<file path="src/rtl/modu_pkg.sv">
// modu_pkg: opcode encoding and widths shared by the modu_unit datapath
package modu_pkg;
    typedef enum logic [1:0] {
        OP_ADD     = 2'b00,
        OP_ABSDIFF = 2'b01,
        OP_MULSAT  = 2'b10,
        OP_CMP     = 2'b11
    } op_e;
    localparam int OPND_W = 2;
    localparam int RES_W = 3;
    localparam logic [RES_W-1:0] SAT_MAX = 3'd7;
endpackage

</file>
<file path="src/rtl/modu_alu.sv">
// modu_alu: combinational add / abs-diff / saturating multiply / compare on 2-bit operands
module modu_alu
    import modu_pkg::*;
(
    input  logic [1:0]        op_i,
    input  logic [OPND_W-1:0] c_i,
    input  logic [OPND_W-1:0] d_i,
    output logic [RES_W-1:0]  f_o
);
    logic [3:0] c4, d4, sum, diff, prod;
    logic [RES_W-1:0] sat, cmp;
    op_e op;
    always_comb begin
        op = op_e'(op_i);
        c4 = {2'b00, c_i};
        d4 = {2'b00, d_i};
        sum = c4 + d4;
        diff = c4 > d4 ? c4 - d4 : d4 - c4;
        prod = c4 * d4;
        sat = prod > {1'b0, SAT_MAX} ? SAT_MAX : prod[RES_W-1:0];
        cmp = {c_i > d_i, c_i == d_i, c_i < d_i};
        f_o = op == OP_ADD     ? sum[RES_W-1:0]  :
              op == OP_ABSDIFF ? diff[RES_W-1:0] :
              op == OP_MULSAT  ? sat             : cmp;
    end
endmodule

</file>
<file path="src/rtl/modu_unit.sv">
// modu_unit: two-stage registered wrapper around modu_alu (input regs, then result reg)
module modu_unit
    import modu_pkg::*;
(
    input  logic              clk,
    input  logic              rst,
    input  logic              A,
    input  logic              B,
    input  logic [OPND_W-1:0] C,
    input  logic [OPND_W-1:0] D,
    output logic [RES_W-1:0]  F
);
    logic [1:0] op_q;
    logic [OPND_W-1:0] c_q, d_q;
    logic [RES_W-1:0] f_d, f_q;
    modu_alu u_alu (
        .op_i(op_q),
        .c_i (c_q),
        .d_i (d_q),
        .f_o (f_d)
    );
    always_ff @(posedge clk) begin
        if (rst) begin
            op_q <= '0;
            c_q <= '0;
            d_q <= '0;
            f_q <= '0;
        end else begin
            op_q <= {B, A};
            c_q <= C;
            d_q <= D;
            f_q <= f_d;
        end
    end
    assign F = f_q;
endmodule

</file>
<file path="config.mk">
export PLATFORM = sky130hd
export DESIGN_NAME = modu_unit
export DESIGN_NICKNAME = d
export VERILOG_FILES = /design/src/rtl/modu_pkg.sv /design/src/rtl/modu_alu.sv /design/src/rtl/modu_unit.sv
export SDC_FILE = /design/constraint.sdc
export NUM_CORES = 1
export LEC_CHECK = 0
export ABC_AREA = 1
export ABC_CLOCK_PERIOD_IN_PS = 1800
export CAP_MARGIN = 20
export CORE_AREA = 5 5 42 44
export DETAILED_ROUTE_END_ITERATION = 8
export DIE_AREA = 0 0 47 49
export PLACE_DENSITY = 0.77
export RECOVER_POWER = 100
export SYNTH_ARGS = -nofsm -noshare
export SYNTH_HDL_FRONTEND = slang
export SYNTH_SLANG_ARGS = --single-unit
</file>
<file path="constraint.sdc">
create_clock -name clk -period 1.8 [get_ports clk]
set_input_delay 0.36 -clock clk [delete_from_list [all_inputs] [get_ports clk]]
set_output_delay 0.36 -clock clk [all_outputs]
set_load 0.05 [all_outputs]
</file>
* Yosys cells after proc, flatten, opt, wreduce, memory -nomap -nowiden
Cells that the tools add are included.
Cells by class: add/subtract/negate cells 3, multiply operators 1, $lt $le $gt $ge 4, equality and inequality tests 3, muxes and demuxes 5, reductions and logical operators 1
Operator list (number):
- two-way mux 3 bit | 5
- subtractor 2 x 2 -> 3 bit | 2
- > comparator 2 bit | 2
- > comparator 4 x 3 -> 1 bit (second input constant) | 1
- multiplier 2 x 2 -> 4 bit | 1
- adder 2 x 2 -> 3 bit | 1
- equality test 2 x 1 -> 1 bit (second input constant) | 1
- equality test 2 bit | 1
- equality test 2 bit (second input constant) | 1
- zero test 2 bit | 1
- < comparator 2 bit | 1
Word-level totals: register bits after elaboration 9, bits of input ports 8, output and inout bits 3, logic and storage cells 21

* Longest topological paths before layout
word-level depth 6, gate-level depth with buffers 10, mapped depth without buffers 10

* Cells and area by module
Synthesis repeated with hierarchy kept, for this count alone.
Second synthesis, totals: cells, all modules 74, area total of the unflattened synthesis 558.0 µm²
Modules (own cells, without submodules):
- modu_alu | instances 1, cells each 46, area an instance 299.0 µm², sequential area each 0.0 µm²
- modu_unit | instances 1, cells each 28, area an instance 259.0 µm², sequential area each 180.2 µm²

* Worst setup path before layout
OpenSTA, ideal clock, no wires.
path kind flip-flop to flip-flop, start point reg c_q[0], end point reg f_q[1], in the netlist F[1], setup time 0.109 ns, arrival 1.338 ns, data required time 1.691 ns, slack 0.353 ns, stages on the path, launching flop included 9, buffers on the path 0, period minus slack after synthesis 1.447 ns, cell sequence dfxtp_1 inv_1 ha_1 fa_1 nand3_1 nand3_1 nand3_1 nand2_1 inv_1
On the way: cells in the longest elaborated chain, start to end 6, elaborated cells between the ends (all ways) 12, classes of those cells add/sub (3); mul (1); order compare (2); eq/ne (1); mux (5)
Ends and longest elaborated chain:
- start, declared | RTL line modu_unit.sv:14 | logic [OPND_W-1:0] c_q, d_q;
- start signal, assigned | RTL line modu_unit.sv:25 | c_q <= '0;
- start signal, assigned | RTL line modu_unit.sv:30 | c_q <= C;
- multiplier 2 x 2 -> 4 bit | RTL line modu_alu.sv:19 | prod = c4 * d4;
- > comparator 4 x 3 -> 1 bit | RTL line modu_alu.sv:20 | sat = prod > {1'b0, SAT_MAX} ? SAT_MAX : prod[RES_W-1:0];
- two-way mux 3 bit | RTL line modu_alu.sv:20
- two-way mux 3 bit | RTL line modu_alu.sv:24 | op == OP_MULSAT ? sat : cmp;
- two-way mux 3 bit | RTL line modu_alu.sv:23 | op == OP_ABSDIFF ? diff[RES_W-1:0] :
- two-way mux 3 bit * | RTL line modu_alu.sv:22 | f_o = op == OP_ADD ? sum[RES_W-1:0] :
- end signal, assigned | RTL line modu_unit.sv:27 | f_q <= '0;
- end signal, assigned | RTL line modu_unit.sv:32 | f_q <= f_d;
- end, declared | RTL line modu_unit.sv:15 | logic [RES_W-1:0] f_d, f_q;
Every way passes the cells marked *; elsewhere a longest branch is shown, timed or not. A chain may end at the register's enable or synchronous reset.

* Worst setup path after layout
Ends and elaborated chain as after synthesis.

==> run summary <==
The run gives 299 sq um as the footprint of the multi-input gates. For this run, the post-layout net count is 109. Counting instances, the worst hold path has a depth of 3. For the global-route usage over all layers, the log shows 0.101.

The tools report the final-layout fill cell count as 152. The internal reg-to-reg setup slack was 240 ps. Kind of start point of the critical path: a flip-flop. From synthesis to final layout, the design area changed by 22.0%. The routed wire length per instance works out to 9.12 microns. The clock reaches the later pin of the worst-skew pair after 240 ps. The logs give 0 for the max-slew violation count and 0 for the post-cts sizing count. TritonCTS built the clock tree. The run gives 0 as the final hold violation count. Buffers inserted during clock tree synthesis total 3. The run gives 0.599 as the remaining max-slew budget at the tightest pin. 0 antenna diodes ended up in the layout.

The fraction of post-synthesis cell area in the top cell type by area was 0.321; the y dimension of the die was 49 microns. Number of antenna violations at the first check in global routing: 0. After floorplanning, the core was sized to cover 1400 sq um. The number of levels the H-tree was split into was 1. The initialized floorplan defines 14 standard-cell rows. For the worst setup path, the data arrival time is 1710 ps. Buffers added to address setup during post-CTS repair amount to 0. The total overflow left after global routing is 0.

Initial standard-cell utilization of the core: 0.401. The final clock skew came out at 0.438 ps. The total power divided by cell area came out at 702 nW/um^2. The pre-antenna-repair detailed-routing pass consisted of 5 iterations. Setup violations remaining at the end of the flow were counted as 0.

Counting distinct cell types in the post-synthesis netlist gives 14. The die covers 2300 sq um. For the number of buffers between clock root and the deepest sink, the log shows 2. For the number of global-route vias before repair, the log shows 430. On the final layout, the worst hold slack is 628 ps. The type of the most critical hold path is in -> reg.

For the warning count from the yosys run, the log shows 0. The terminating pin of the worst hold path was c_q[0]$_SDFF_PP0_. The tools report the max-capacitance violation count as 0.

At the worst endpoint, the required time is 1940 ps. In the routed layout, each cell is associated on average with a via count of 4.48. The nature of the critical path endpoint is a flip-flop.

The synthesized design contains 9 register bits. The category of the critical setup timing path was reg -> reg. CTS sink count: 9. Final worst slack: 239 ps. The remaining routing DRC violations came out at 0. Ranked by total cell area, the synthesized netlist is headed by dfxtp_1 32%, ha_1 13%, inv_1 13%.

The cell area that synthesis handed to floorplanning was 562 sq um. In this run the remaining antenna-violating nets after routing total 0. The gate count after technology mapping was 78. Entering global routing, the biggest net connects 10 pins.

The congestion estimate from routability-driven global placement came to 0.836. The slew at the pin closest to its max-slew limit is 604 ps. The share of layout cells above drive strength 1 works out to 0.0659. Across the whole layout, storage elements account for 180 sq um. The number of nets handed over by synthesis was 95.

The startpoint of the lowest-slack register-to-register path is c_q[0]$_SDFF_PP0_. The final clock period utilization by the worst path was 0.867; the half-perimeter wire length of the detailed placement result was 840 microns. The worst hold path begins at C[0]. The tools report the number of design-rule violations left by the first detailed-router iteration as 10.

After clock tree synthesis, the clock-pin slew on the worst setup and hold paths is 60 ps. Of all cell types, the one taking the most synthesized area is dfxtp_1. The root buffer selected by CTS was clkbuf_4. The shortest clock period the worst path allows after layout was 1560 ps. The part of the Yosys area used for sequential elements came out at 0.321. The highest net fanout along the worst path was 4; the count of input and output buffers was 10. The total via count after detailed routing was 479; the first-pass GRT wire length was 1.67 mm. IR analysis of the VDD net gives a maximum drop of 464 uV.

For this design, the CTS-stage hold fixing added 0 buffers. At the placement stage, the worst setup path has a slack of 241 ps. In this run the horizontal extent of the chip is 47 microns. Summed over all cells, the static leakage comes to 0.374 nW. For the worst flop-to-flop path, the logic depth is 8.

Setup repair after global routing left no endpoint under its margin. The final wirelength is 976 microns. In this run the critical register-to-register path is captured at F[1]$_SDFF_PP0_. For the number of top-level pins, the log shows 11. The run finished with clean final reports. Adding up every negative setup slack in the final design gives 0 ps. The synthesized area divided by synthesized cell count is 7.20 sq um.

Derived from the worst setup path, the maximum achievable clock frequency is 640 MHz.
[state kept, by name (all words and copies together), names as in the netlist]
register  cells
d_q           2
op_q          2
c_q           2
F             3
[cell usage after synthesis]
master / number
fa_1: 3
inv_2: 1
nand3_1: 7
nand2_1: 14
nor2_1: 10
nor2_2: 1
clkbuf_1: 1
or2_2: 1
nand4_1: 1
a21oi_1: 3
o21ai_0: 1
ha_1: 6
dfxtp_1: 9
inv_1: 20
[critical path, stage by stage, from the launching register on]
cell     delay, ps
dfxtp_1        370
inv_1           60
ha_1           210
fa_1           490
nand3_1         80
nand3_1         90
nand3_1         80
nand2_1         60
inv_1           30
[layout make-up]
cell class	count	share of cell area
Clock buffer	4	0.0383
Timing Repair Buffer	10	0.119
Inverter	21	0.115
Multi-Input combinational cell	47	0.436
Tap cell	16	0.0292
Sequential cell	9	0.263
[kinds of logic after synthesis]
logic type	Yosys count	share of synthesized area
simple gates	34	0.256
fa+ha+maj	9	0.241
compound gates	4	0.0356
buf+inv	22	0.147
flops	9	0.321
[cell usage in the layout (no fill, tap or decap)]
master and n:
dlygate4sd3_1 1, clkdlybuf4s50_1 6, inv_1 20, a21oi_1 3, dfxtp_1 9, o21ai_0 1, clkbuf_4 3, nor2_1 10
nand4_1 1, or2_2 1, nand2_1 14, inv_2 1, nor2_2 1, fa_1 3, nand3_1 7, ha_1 6
clkbuf_1 4
[where the power goes]
group	total (mW)	switching [mW]	internal (mW)
registers	0.225	0.0119	0.213
logic	0.114	0.0692	0.0450
clock network	0.142	0.0575	0.0846
[per-layer routing]
| metal | GRT usage | wire length [microns] | share of wire | up-vias |
|---|---|---|---|---|
| met2 | 0.174 | 506 | 0.52 | 20 |
| met5 | 0 | 0 | 0 | - |
| met3 | 0.0332 | 79 | 0.081 | 4 |
| li1 | - | - | - | 253 |
| met1 | 0.107 | 375 | 0.38 | 202 |
| met4 | 0.0415 | 14 | 0.014 | 0 |
[how the worst max path moves through the flow]
| stage | cells after the start | startpoint | endpoint | slack [ps] |
|---|---|---|---|---|
| floorplan | 8 | c_q[0]$_SDFF_PP0_ | F[1]$_SDFF_PP0_ | 350 |
| global placement | 8 | c_q[0]$_SDFF_PP0_ | F[1]$_SDFF_PP0_ | 240 |
| detailed placement | 8 | c_q[0]$_SDFF_PP0_ | F[1]$_SDFF_PP0_ | 240 |
| CTS | 8 | c_q[0]$_SDFF_PP0_ | F[1]$_SDFF_PP0_ | 230 |
| global route | 9 | c_q[0]$_SDFF_PP0_ | F[1]$_SDFF_PP0_ | 70 |
| finish | 8 | c_q[0]$_SDFF_PP0_ | F[1]$_SDFF_PP0_ | 240 |
[through the flow]
step,util,area (sq um),total power [mW],cells
final,0.489,686,0.481,107
after global placement,0.479,671,0.346,103
after floorplan,-,562,0.307,78
after CTS,0.497,697,0.493,107
after detailed placement,0.479,671,0.349,103
after global routing,0.489,686,0.519,107
(Power assumes the default switching activity.)
